==> config.mk <==
export PLATFORM = sky130hd
export DESIGN_NAME = mult_div_unit
export DESIGN_NICKNAME = d
export VERILOG_FILES = /design/src/rtl/mult_div_unit.sv
export SDC_FILE = /design/constraint.sdc
export NUM_CORES = 1
export LEC_CHECK = 0
export CAP_MARGIN = 0
export CORE_MARGIN = 4
export CORE_UTILIZATION = 60
export CTS_CLUSTER_SIZE = 20
export DETAILED_ROUTE_END_ITERATION = 7
export PLACE_DENSITY = 0.83
export SLEW_MARGIN = 20
export SYNTH_ARGS = -nofsm -noshare
export SYNTH_HDL_FRONTEND = slang
export SYNTH_SLANG_ARGS = --single-unit
==> constraint.sdc <==
create_clock -name clock -period 6.6 [get_ports clock]
set_input_delay 1.32 -clock clock [delete_from_list [all_inputs] [get_ports clock]]
set_output_delay 1.32 -clock clock [all_outputs]
set_load 0.02 [all_outputs]
==> src/rtl/mult_div_unit.sv <==
// mult_div_unit: iterative HI/LO multiply/divide unit.
//
// Multiplies with a radix-2 shift-add loop and divides with a radix-2
// restoring shift-subtract loop, one step per clock, on operand magnitudes.
// The signs are applied in a single fix-up cycle before HI/LO are written.
// While the unit is idle, or in its done cycle, HI and LO can be written
// directly (mthi/mtlo).
//
// Ports
//   clock    rising-edge clock
//   reset    synchronous, active-high reset
//   start    begin an operation (accepted only in IDLE)
//   op       00 MULT, 01 MULTU, 10 DIV, 11 DIVU
//   rs_data  multiplicand / dividend
//   rt_data  multiplier / divisor
//   hi_we    write wr_data to HI (mthi)
//   lo_we    write wr_data to LO (mtlo)
//   wr_data  data for mthi/mtlo
//   busy     high during CALC and FIX
//   done     one-cycle pulse when HI/LO hold a new result
//   hi, lo   HI/LO registers
//
// state  | meaning
// -------+--------------------------------------------------------------
// IDLE   | waiting for start; mthi/mtlo writes accepted
// CALC   | one radix-2 step per cycle, 32 cycles
// FIX    | sign correction, HI/LO written at the end of the cycle
// DONE   | done pulse for one cycle; mthi/mtlo accepted; start ignored
module mult_div_unit #(
  parameter int WIDTH = 32
) (
  input  logic             clock,
  input  logic             reset,
  input  logic             start,
  input  logic [1:0]       op,
  input  logic [WIDTH-1:0] rs_data,
  input  logic [WIDTH-1:0] rt_data,
  input  logic             hi_we,
  input  logic             lo_we,
  input  logic [WIDTH-1:0] wr_data,
  output logic             busy,
  output logic             done,
  output logic [WIDTH-1:0] hi,
  output logic [WIDTH-1:0] lo
);

  typedef enum logic [1:0] {
    S_IDLE = 2'd0,
    S_CALC = 2'd1,
    S_FIX  = 2'd2,
    S_DONE = 2'd3
  } state_t;

  state_t           state_q, state_d;
  logic [5:0]       cnt_q, cnt_d;
  // acc_hi holds the running partial product / partial remainder; the extra
  // bit absorbs the carry of the add or the shifted-in remainder bit.
  logic [WIDTH:0]   acc_hi_q, acc_hi_d;
  // acc_lo holds the multiplier (shifted out LSB first) or the dividend
  // (shifted out MSB first, quotient bits shifted in).
  logic [WIDTH-1:0] acc_lo_q, acc_lo_d;
  logic [WIDTH-1:0] opnd_q, opnd_d;
  logic [WIDTH-1:0] hi_q, hi_d;
  logic [WIDTH-1:0] lo_q, lo_d;
  logic             is_div_q, is_div_d;
  logic             div_zero_q, div_zero_d;
  logic             lo_neg_q, lo_neg_d;
  logic             hi_neg_q, hi_neg_d;
  logic             busy_q, busy_d;
  logic             done_q, done_d;

  logic             is_signed;
  logic             rs_neg, rt_neg;
  logic [WIDTH-1:0] rs_mag, rt_mag;
  logic [WIDTH:0]   mul_sum;
  logic [WIDTH:0]   div_shift;
  logic [WIDTH+1:0] div_diff;
  logic [2*WIDTH-1:0] prod_raw, product;
  logic [WIDTH-1:0] quot, rem;

  // Operand decode and per-step datapath.
  always_comb begin
    is_signed = ~op[0];
    rs_neg    = is_signed & rs_data[WIDTH-1];
    rt_neg    = is_signed & rt_data[WIDTH-1];
    // 0x80000000 negates to itself, which read unsigned is the correct 2^31.
    rs_mag    = rs_neg ? -rs_data : rs_data;
    rt_mag    = rt_neg ? -rt_data : rt_data;

    mul_sum   = acc_lo_q[0] ? (acc_hi_q + {1'b0, opnd_q}) : acc_hi_q;

    div_shift = {acc_hi_q[WIDTH-1:0], acc_lo_q[WIDTH-1]};
    // One extra bit so the borrow shows up as the sign of the trial result.
    div_diff  = {1'b0, div_shift} - {2'b00, opnd_q};

    prod_raw  = {acc_hi_q[WIDTH-1:0], acc_lo_q};
    product   = lo_neg_q ? -prod_raw : prod_raw;
    quot      = acc_lo_q;
    rem       = acc_hi_q[WIDTH-1:0];
  end

  always_comb begin
    state_d    = state_q;
    cnt_d      = cnt_q;
    acc_hi_d   = acc_hi_q;
    acc_lo_d   = acc_lo_q;
    opnd_d     = opnd_q;
    hi_d       = hi_q;
    lo_d       = lo_q;
    is_div_d   = is_div_q;
    div_zero_d = div_zero_q;
    lo_neg_d   = lo_neg_q;
    hi_neg_d   = hi_neg_q;

    case (state_q)
      S_IDLE: begin
        if (start) begin
          is_div_d   = op[1];
          div_zero_d = op[1] && (rt_data == '0);
          acc_hi_d   = '0;
          acc_lo_d   = rs_mag;
          opnd_d     = rt_mag;
          // lo_neg: product sign or quotient sign; hi_neg: product sign or
          // remainder sign (follows the dividend).
          lo_neg_d   = rs_neg ^ rt_neg;
          hi_neg_d   = op[1] ? rs_neg : (rs_neg ^ rt_neg);
          cnt_d      = '0;
          state_d    = (op[1] && (rt_data == '0)) ? S_FIX : S_CALC;
        end else begin
          // A start in the same cycle wins; the write is dropped.
          if (hi_we) hi_d = wr_data;
          if (lo_we) lo_d = wr_data;
        end
      end

      S_CALC: begin
        if (is_div_q) begin
          if (div_diff[WIDTH+1]) begin
            acc_hi_d = div_shift;
            acc_lo_d = {acc_lo_q[WIDTH-2:0], 1'b0};
          end else begin
            acc_hi_d = div_diff[WIDTH:0];
            acc_lo_d = {acc_lo_q[WIDTH-2:0], 1'b1};
          end
        end else begin
          acc_hi_d = {1'b0, mul_sum[WIDTH:1]};
          acc_lo_d = {mul_sum[0], acc_lo_q[WIDTH-1:1]};
        end
        if (cnt_q == 6'(WIDTH - 1)) begin
          state_d = S_FIX;
        end else begin
          cnt_d = cnt_q + 6'd1;
        end
      end

      S_FIX: begin
        if (div_zero_q) begin
          // acc_lo still holds |rs|; re-applying the dividend sign restores rs.
          lo_d = '1;
          hi_d = hi_neg_q ? -acc_lo_q : acc_lo_q;
        end else if (is_div_q) begin
          lo_d = lo_neg_q ? -quot : quot;
          hi_d = hi_neg_q ? -rem : rem;
        end else begin
          lo_d = product[WIDTH-1:0];
          hi_d = product[2*WIDTH-1:WIDTH];
        end
        state_d = S_DONE;
      end

      S_DONE: begin
        if (hi_we) hi_d = wr_data;
        if (lo_we) lo_d = wr_data;
        state_d = S_IDLE;
      end

      default: state_d = S_IDLE;
    endcase

    busy_d = (state_d == S_CALC) || (state_d == S_FIX);
    done_d = (state_d == S_DONE);
  end

  always_ff @(posedge clock) begin
    if (reset) begin
      state_q    <= S_IDLE;
      cnt_q      <= '0;
      acc_hi_q   <= '0;
      acc_lo_q   <= '0;
      opnd_q     <= '0;
      hi_q       <= '0;
      lo_q       <= '0;
      is_div_q   <= 1'b0;
      div_zero_q <= 1'b0;
      lo_neg_q   <= 1'b0;
      hi_neg_q   <= 1'b0;
      busy_q     <= 1'b0;
      done_q     <= 1'b0;
    end else begin
      state_q    <= state_d;
      cnt_q      <= cnt_d;
      acc_hi_q   <= acc_hi_d;
      acc_lo_q   <= acc_lo_d;
      opnd_q     <= opnd_d;
      hi_q       <= hi_d;
      lo_q       <= lo_d;
      is_div_q   <= is_div_d;
      div_zero_q <= div_zero_d;
      lo_neg_q   <= lo_neg_d;
      hi_neg_q   <= hi_neg_d;
      busy_q     <= busy_d;
      done_q     <= done_d;
    end
  end

  assign busy = busy_q;
  assign done = done_q;
  assign hi   = hi_q;
  assign lo   = lo_q;

endmodule

==> results.cfg, run 1 <==
[yosys]
synth_top_family_by_area = compound AO/OA/AOI/OAI gates
synth-edff-count = 0
syn-cell-area_sq_um = 14690
yosysWarningCount = 0
synth_top_area_cell = dfxtp_1
synth_cell_type_count = 73
syn_inst = 2022
async_reset_ff_share_pct = 0
syn_nets = 2196
synth-seq-cells = 175
synth_area_leaders = dfxtp_1 24%, xor2_1 6.9%, a21oi_1 6.8%
ys_seq_area_share_pct = 23.85
synth-xor-area-share_pct = 12.58
synth-adder-area-share_pct = 6.150
synth_top_area_share_pct = 23.85
synth-compound-area-share_pct = 28.47
synth_mux_area_share_pct = 2.658
syn_avg_cell_area_sq_um = 7.264
dominantRegCellSynth = dfxtp_1
synthSimpleGateAreaFrac_pct = 20.64

[worst_setup_path]
start_kind = primary input
cp-end-kind = register
cp.arrival_ns = 4.30
crit_required_ns = 6.90
r2r_setup_slack_ns = 2.64
path_class = primary input to register
worstPathMaxFanout = 4

[clock_tree]
root_buffer = clkbuf_16
hold_buffers = 0
clock_sinks = 175
numCtsBuffers = 17
path_clk_slew_ns = 0.07
postCtsSetupBuffers = 0
cts-resized-gates = 0
clk_latency_ns = 0.44
cts_buffer_depth = 2
htreeDepth = 4
cts_tree = done

[grt]
first_global_vias = 14000
grt_pass1_wl_mm = 75.51
grt_use_total_pct = 34.71
grt_max_degree = 75
antenna_found_initial = 0
grt-ovfl-total = 0

[pwr]
p_sw_share_pct = 37.54
intPower_mw = 2.131
p_total_mw = 3.411
p_leak_nw = 6.614
p_sw_mw = 1.281
pwr-share-comb_pct = 32.2
p_clk_share_pct = 31.2
seqPwrFrac_pct = 36.6
power_density_nw_per_um2 = 201.3
irDropWorstVdd_mv = 0.1561

[routing]
dr.pass1.iters = 7
drc = 0
post_drt_wl_per_cell_um = 20.01
first_iter_violations = 2098
drt_wl_total_mm = 48.08
via_count = 15635
ant_nets = 0
vias_per_cell = 6.506

[cells_and_area]
drive_gt1_share_pct = 3.791
layout_commonest_cell = nor2_1
n_fill_cell = 1996
layout_common_cells = 232 x nor2_1, 215 x nand2_1, 200 x a21oi_1
nets = 2245
antenna_cells = 0
area_growth_pct = 15.36

[timing]
period_needed_ns = 3.994
finalSetupViolations = 0
rsz0062_at_grt = no
final.setup.worst_slack_ns = 2.606
tns_ns = 0
fmax_mhz = 250.4
fin_crit_sh_pct = 60.51
relSlewSlack_pct = 26.78
hold_violations = 0
clock_skew_ns = 0.01167
worst_pin_slew_ns = 1.096
slew_violations = 0

[placement]
pre_cts_slack_ns = 2.179
gp_congestion = 1.007
portBuffers = 168
dpl.hpwl_mm = 35.93

[flow_run]
max-cap-violations = 0

[floorplan]
fp.dieH_um = 164.5
start_util_pct = 61.84
dieArea_sq_um = 27050
core_sq_um = 23750
floorplan.die.width_um = 164.5
num_rows = 56
pin_count = 169

[hold_path]
hold_class = register to register

[status]
status = complete, no violations
==> worst max-delay path: stages <==
cell and delay, ns:
clkdlybuf4s50_1 0.45, or4_1 0.59, or3_1 0.38, nor3_1 0.27, nand3_1 0.19, nor3_1 0.44
a21oi_1 0.15, xor2_1 0.16, a221oi_1 0.28, nor2_1 0.06
==> cells in the mapped netlist (22+ instances only) <==
library cell	count
o211ai_1	22
ha_1	69
o21ai_0	105
a21oi_1	201
nand3_1	23
nor3_1	51
o221ai_1	31
clkbuf_1	135
or3_1	24
a211oi_1	82
xor2_1	116
dfxtp_1	175
a21o_1	38
inv_1	56
nand2_1	215
xnor2_1	95
mux2i_1	39
nor2_1	235
==> power by group through the flow <==
stage	Sequential, mW	Combinational, mW	Clock, mW
final	1.25	1.10	1.06
after global routing	1.25	1.20	1.10
after CTS	1.24	1.08	1.06
after detailed placement	1.26	1.07	0
after global placement	1.26	1.05	0
after floorplan	1.21	0.778	0
==> per-layer routing <==
layer / routed length [um] / vias to the layer above / GRT usage [%]
li1: - / 7359 / -
met1: 20450 / 7261 / 50.02
met2: 20120 / 910 / 51.40
met3: 6191 / 105 / 9.084
met4: 1321 / 0 / 9.338
met5: 0 / - / 0
==> flip-flops by register name (all words and copies together), names as in the netlist <==
signal / cells
done: 1
opnd_q: 32
hi_neg_q: 1
busy: 1
state_q: 2
acc_hi_q: 33
cnt_q: 6
is_div_q: 1
hi: 32
div_zero_q: 1
acc_lo_q: 32
lo_neg_q: 1
lo: 32
==> area by class of cell <==
class | count | area, sq um | share of cell area (%)
Clock inverter | 14 | 161.4 | 0.9526
Inverter | 57 | 214.0 | 1.263
Clock buffer | 18 | 439.2 | 2.592
Tap cell | 319 | 399.1 | 2.356
Multi-Input combinational cell | 1634 | 10410 | 61.45
Timing Repair Buffer | 186 | 1814 | 10.71
Sequential cell | 175 | 3505 | 20.68
==> worst paths after layout <==
kind                        to  depth (start not counted)        start
hold / removal           hi[9]                          2        hi[9]
setup / recovery  acc_lo_q[27]                         10  rs_data[12]
setup reg to reg   acc_lo_q[0]                         12  acc_hi_q[9]
hold reg to reg          hi[9]                          2        hi[9]
==> logic make-up after synthesis <==
group           count (synthesis)
compound gates                643
xor+xnor                      211
fa+ha+maj                      71
buf+inv                       213
flops                         175
mux                            39
simple gates                  670
==> per-stage QoR <==
| step | util [%] | instance area [sq um] | instances | hold WS, ns |
|---|---|---|---|---|
| after floorplan | - | 14690 | 2022 | 0.4458 |
| final | 71.33 | 16940 | 2403 | 0.4493 |
| after global routing | 71.33 | 16940 | 2403 | 0.4633 |
| after global placement | 68.78 | 16340 | 2371 | 0.4285 |
| after detailed placement | 68.79 | 16340 | 2371 | 0.4373 |
| after CTS | 71.32 | 16940 | 2403 | 0.4472 |
Power figures use the tool's default switching activity.
==> inputs of run 2 (changes only) <==
- CORE_UTILIZATION: 60 -> 58
- PLACE_DENSITY: 0.83 -> 0.8
- clock period: 6.6 -> 4.1 ns (I/O delays scaled with it)
==> results.cfg, run 2 (same netlist as run 1, synthesis figures left out) <==
[routing]
dr_wl_met2_mm = 21.15
vias_per_cell = 6.484
post_drt_wl_per_cell_um = 21.16
topRoutingLayerUsed = met4
met1_length_mm = 22.62
via_count = 15783
dr_wl_met3_mm = 6.411
ant_nets = 0
drt_wl_total_mm = 51.51
first_iter_violations = 2501
drc = 0
dr.pass1.iters = 6

[grt]
grt_max_degree = 62
grt-ovfl-total = 0
grt_use_total_pct = 35.40
grt_pass1_wl_mm = 80.47
antenna_found_initial = 0
first_global_vias = 14519

[cells_and_area]
antenna_cells = 0
largest_register = acc_hi_q
fin_area_sq_um = 17220
area_growth_pct = 17.25
drive_gt1_share_pct = 4.787
layoutNonFillerInstCount = 2434
layout_common_cells = 233 x nor2_1, 215 x nand2_1, 201 x a21oi_1
layout_commonest_cell = nor2_1
largest_register_ffs = 33
nets = 2272

[timing]
clock_skew_ns = 0.01130
fin_crit_sh_pct = 90.90
tns_ns = 0
slew_violations = 0
hold_violations = 0
worst_pin_slew_ns = 1.133
period_needed_ns = 3.727
holdWs_ns = 0.4600
fmax_mhz = 268.3
relSlewSlack_pct = 24.26
rsz0062_at_grt = no
finalSetupViolations = 0

[clock_tree]
cts_buffer_depth = 2
cts_tree = done
cts-resized-gates = 0
hold_buffers = 0
numCtsBuffers = 17
postCtsSetupBuffers = 0
root_buffer = clkbuf_16
htreeDepth = 4
path_clk_slew_ns = 0.07
clk_latency_ns = 0.44
clock_sinks = 175

[placement]
place_area_sq_um = 16560
dpl.hpwl_mm = 39.21
portBuffers = 168
gp_congestion = 1.006
place_inst = 2402

[floorplan]
num_rows = 57
pin_count = 169
floorplan.die.width_um = 167.1
fp.dieH_um = 167.1
start_util_pct = 59.69
dieArea_sq_um = 27930
core_sq_um = 24600

[pwr]
power_density_nw_per_um2 = 329.3
p_total_mw = 5.670
p_leak_nw = 6.776
irDropWorstVdd_mv = 0.2331

[worst_setup_path]
cp-end-kind = register
r2r_start = acc_lo_q[1]
r2r_cells = 10
path_class = register to register
start_kind = register
crit_start = acc_lo_q[1]
worstPathMaxFanout = 14
crit_required_ns = 4.42
cp.arrival_ns = 4.05

[hold_path]
hold_class = register to register
hold_path_depth = 2
min_from = lo[17]

[status]
status = complete, no violations

[flow_run]
max-cap-violations = 0
run 2: power by group:
group	total, mW	internal [mW]	switching, mW
Clock	1.81	1.04	0.777
Combinational	1.84	0.755	1.09
Sequential	2.02	1.81	0.205
run 2: final cells by class:
cell class                      count  area, sq um
Fill cell                        2106         7383
Timing Repair Buffer              213         2062
Clock inverter                     13        203.9
Inverter                           57        214.0
Sequential cell                   175         3505
Multi-Input combinational cell   1634        10400
Tap cell                          324        405.4
Clock buffer                       18        429.2
run 2: critical path, stage by stage (launching register included):
cell	delay, ns
dfxtp_1	0.35
inv_1	0.12
ha_1	0.19
or3b_4	0.39
or4_1	0.57
or4_1	0.73
o21ai_4	0.43
o21ai_0	0.19
xor2_1	0.17
o21ai_0	0.08
a2111oi_0	0.39
run 2: per-stage QoR:
| step | worst slack, ns | util, % |
|---|---|---|
| 2_1_floorplan | 0.4416 | - |
| 3_3_place_gp | 0.2533 | 67.31 |
| 3_5_place_dp | 0.1633 | 67.31 |
| 4_1_cts | 0.3992 | 69.88 |
| 5_1_grt | 0.05270 | 69.99 |
| 6_report | 0.3732 | 69.99 |
run 2: path summary, 6_finish.rpt:
path	to	slack [ns]
setup / recovery	hi[12]	0.37
hold / removal	lo[17]	0.46
setup reg to reg	hi[12]	0.37
hold reg to reg	lo[17]	0.46
run 2: routing by layer:
layer / track usage, % / up-vias
met2: 50.07 / 889
met4: 11.04 / 0
li1: - / 7438
met5: 0 / -
met1: 52.91 / 7368
met3: 8.628 / 88
==> inputs of run 3 (changes only) <==
==> constraint.sdc (replaced) <==
create_clock -name clock -period 4.1 [get_ports clock]
set_input_delay 0.615 -clock clock [delete_from_list [all_inputs] [get_ports clock]]
set_output_delay 0.615 -clock clock [all_outputs]
set_load 0.02 [all_outputs]
==> results.cfg, run 3 (same netlist as run 1, synthesis figures left out) <==
[status]
status = finished with violations
violations = DRC

[floorplan]
num_rows = 57
core_sq_um = 24600
start_util_pct = 59.69
dieArea_sq_um = 27930
pin_count = 169
floorplan.die.width_um = 167.1
fp.dieH_um = 167.1

[routing]
post_drt_wl_per_cell_um = 21.07
via_count = 15965
drc = 1
vias_per_cell = 6.567
ant_nets = 0
drt_wl_total_mm = 51.22
dr.pass1.iters = 8
first_iter_violations = 2314

[cells_and_area]
n_fill_cell = 2059
antenna_cells = 0
drive_gt1_share_pct = 4.746
area_growth_pct = 16.81
largest_register_ffs = 33
fin_area_sq_um = 17160
nets = 2268
largest_register = acc_hi_q
layout_common_cells = 232 x nor2_1, 215 x nand2_1, 201 x a21oi_1
layout_commonest_cell = nor2_1

[timing]
worst_pin_slew_ns = 1.151
rsz0062_at_grt = no
clock_skew_ns = 0.01524
fin_crit_sh_pct = 92.24
tns_ns = 0
fmax_mhz = 264.4
period_needed_ns = 3.782
relSlewSlack_pct = 23.11
slew_violations = 0
hold_violations = 0
finalSetupViolations = 0

[clock_tree]
root_buffer = clkbuf_16
htreeDepth = 4
clock_sinks = 175
cts_tree = done
clk_latency_ns = 0.45
cts-resized-gates = 0
postCtsSetupBuffers = 0
path_clk_slew_ns = 0.08
numCtsBuffers = 17
hold_buffers = 0
cts_buffer_depth = 2

[worst_setup_path]
crit_start = acc_lo_q[1]
path_delay_family = simple AND/OR/NAND/NOR gates
path_class = register to register
crit_slowest_cell = or4_1
r2r_start = acc_lo_q[1]
cp-end-kind = register
start_kind = register
crit_chain = inv_1 > ha_1 > or3b_4 > or4_1 > or4_1 > o21ai_4 > o21ai_0 > xor2_1 > o21ai_0 > a2111oi_0
crit_required_ns = 4.41
cpPeakStageDelay_ns = 0.72
worst-path-buf-inv = 1
worstPathMaxFanout = 14
cp.arrival_ns = 4.09

[grt]
grt_use_total_pct = 34.75
grt_max_degree = 62
grt_pass1_wl_mm = 79.15
grt-ovfl-total = 0
first_global_vias = 14548
antenna_found_initial = 0

[pwr]
seqPwrFrac_pct = 36.5
power_density_nw_per_um2 = 323.1
p_sw_mw = 2.093
irDropWorstVdd_mv = 0.2843
p_sw_share_pct = 37.75
pwr-share-comb_pct = 32.8
intPower_mw = 3.451
p_total_mw = 5.544
p_clk_share_pct = 30.7
p_leak_nw = 6.745

[flow_run]
max-cap-violations = 0

[placement]
place_area_sq_um = 16520
dpl.hpwl_mm = 38.35
portBuffers = 168
gp_congestion = 1.053

[hold_path]
hold_class = register to register
min_from = hi[9]
## run 3: cell types whose count changed in the layout (fill, tap and decap cells not counted), moves of 2 or more
cell / previous run / this run
clkinv_8: 0 / 2
buf_4: 43 / 40
inv_6: 1 / 4
bufinv_16: 4 / 1
clkinvlp_4: 2 / 0
## run 3: routing by layer
layer,global-route usage [%],share of wire (%),up-vias
met1,50.38,42,7350
met5,0,0,-
li1,-,-,7415
met2,50.62,41,1037
met3,8.227,13,163
met4,12.07,3.6,0
## run 3: worst paths after layout
kind	end	cells after the start	slack (ns)
max	hi[12]	10	0.32
min	hi[9]	2	0.45
max reg2reg	hi[12]	10	0.32
min reg2reg	hi[9]	2	0.45
## run 3: metrics by stage
stage	setup slack (ns)	std cells	util (%)	hold WS (ns)
after floorplan	0.4416	2022	-	0.4458
after global placement	0.4731	2398	67.13	0.4319
after detailed placement	0.3811	2398	67.13	0.4436
after CTS	0.3853	2430	69.61	0.4557
after global routing	0.07384	2431	69.73	0.4716
final	0.3182	2431	69.73	0.4503
## run 3: power by group through the flow
stage | Sequential (mW) | Clock (mW) | Combinational [mW]
after global placement | 2.04 | 0 | 1.73
after global routing | 2.03 | 1.77 | 1.97
after detailed placement | 2.05 | 0 | 1.76
after floorplan | 1.95 | 0 | 1.25
after CTS | 2.01 | 1.69 | 1.77
final | 2.02 | 1.70 | 1.82
## run 3: tightest hold or removal path, stage by stage (launching register included)
cell and delay, ns:
dfxtp_1 0.32, nand2_1 0.05, nand2_1 0.04
## run 3: area by class of cell
cell class	count	area, sq um	area share [%]
repair buffers	209	2019	11.77
clock buffers	18	439.2	2.560
clock inverters	14	168.9	0.9845
flip-flops and latches	175	3505	20.43
well taps	324	405.4	2.363
inverters	57	214.0	1.247
multi-input cells	1634	10410	60.65
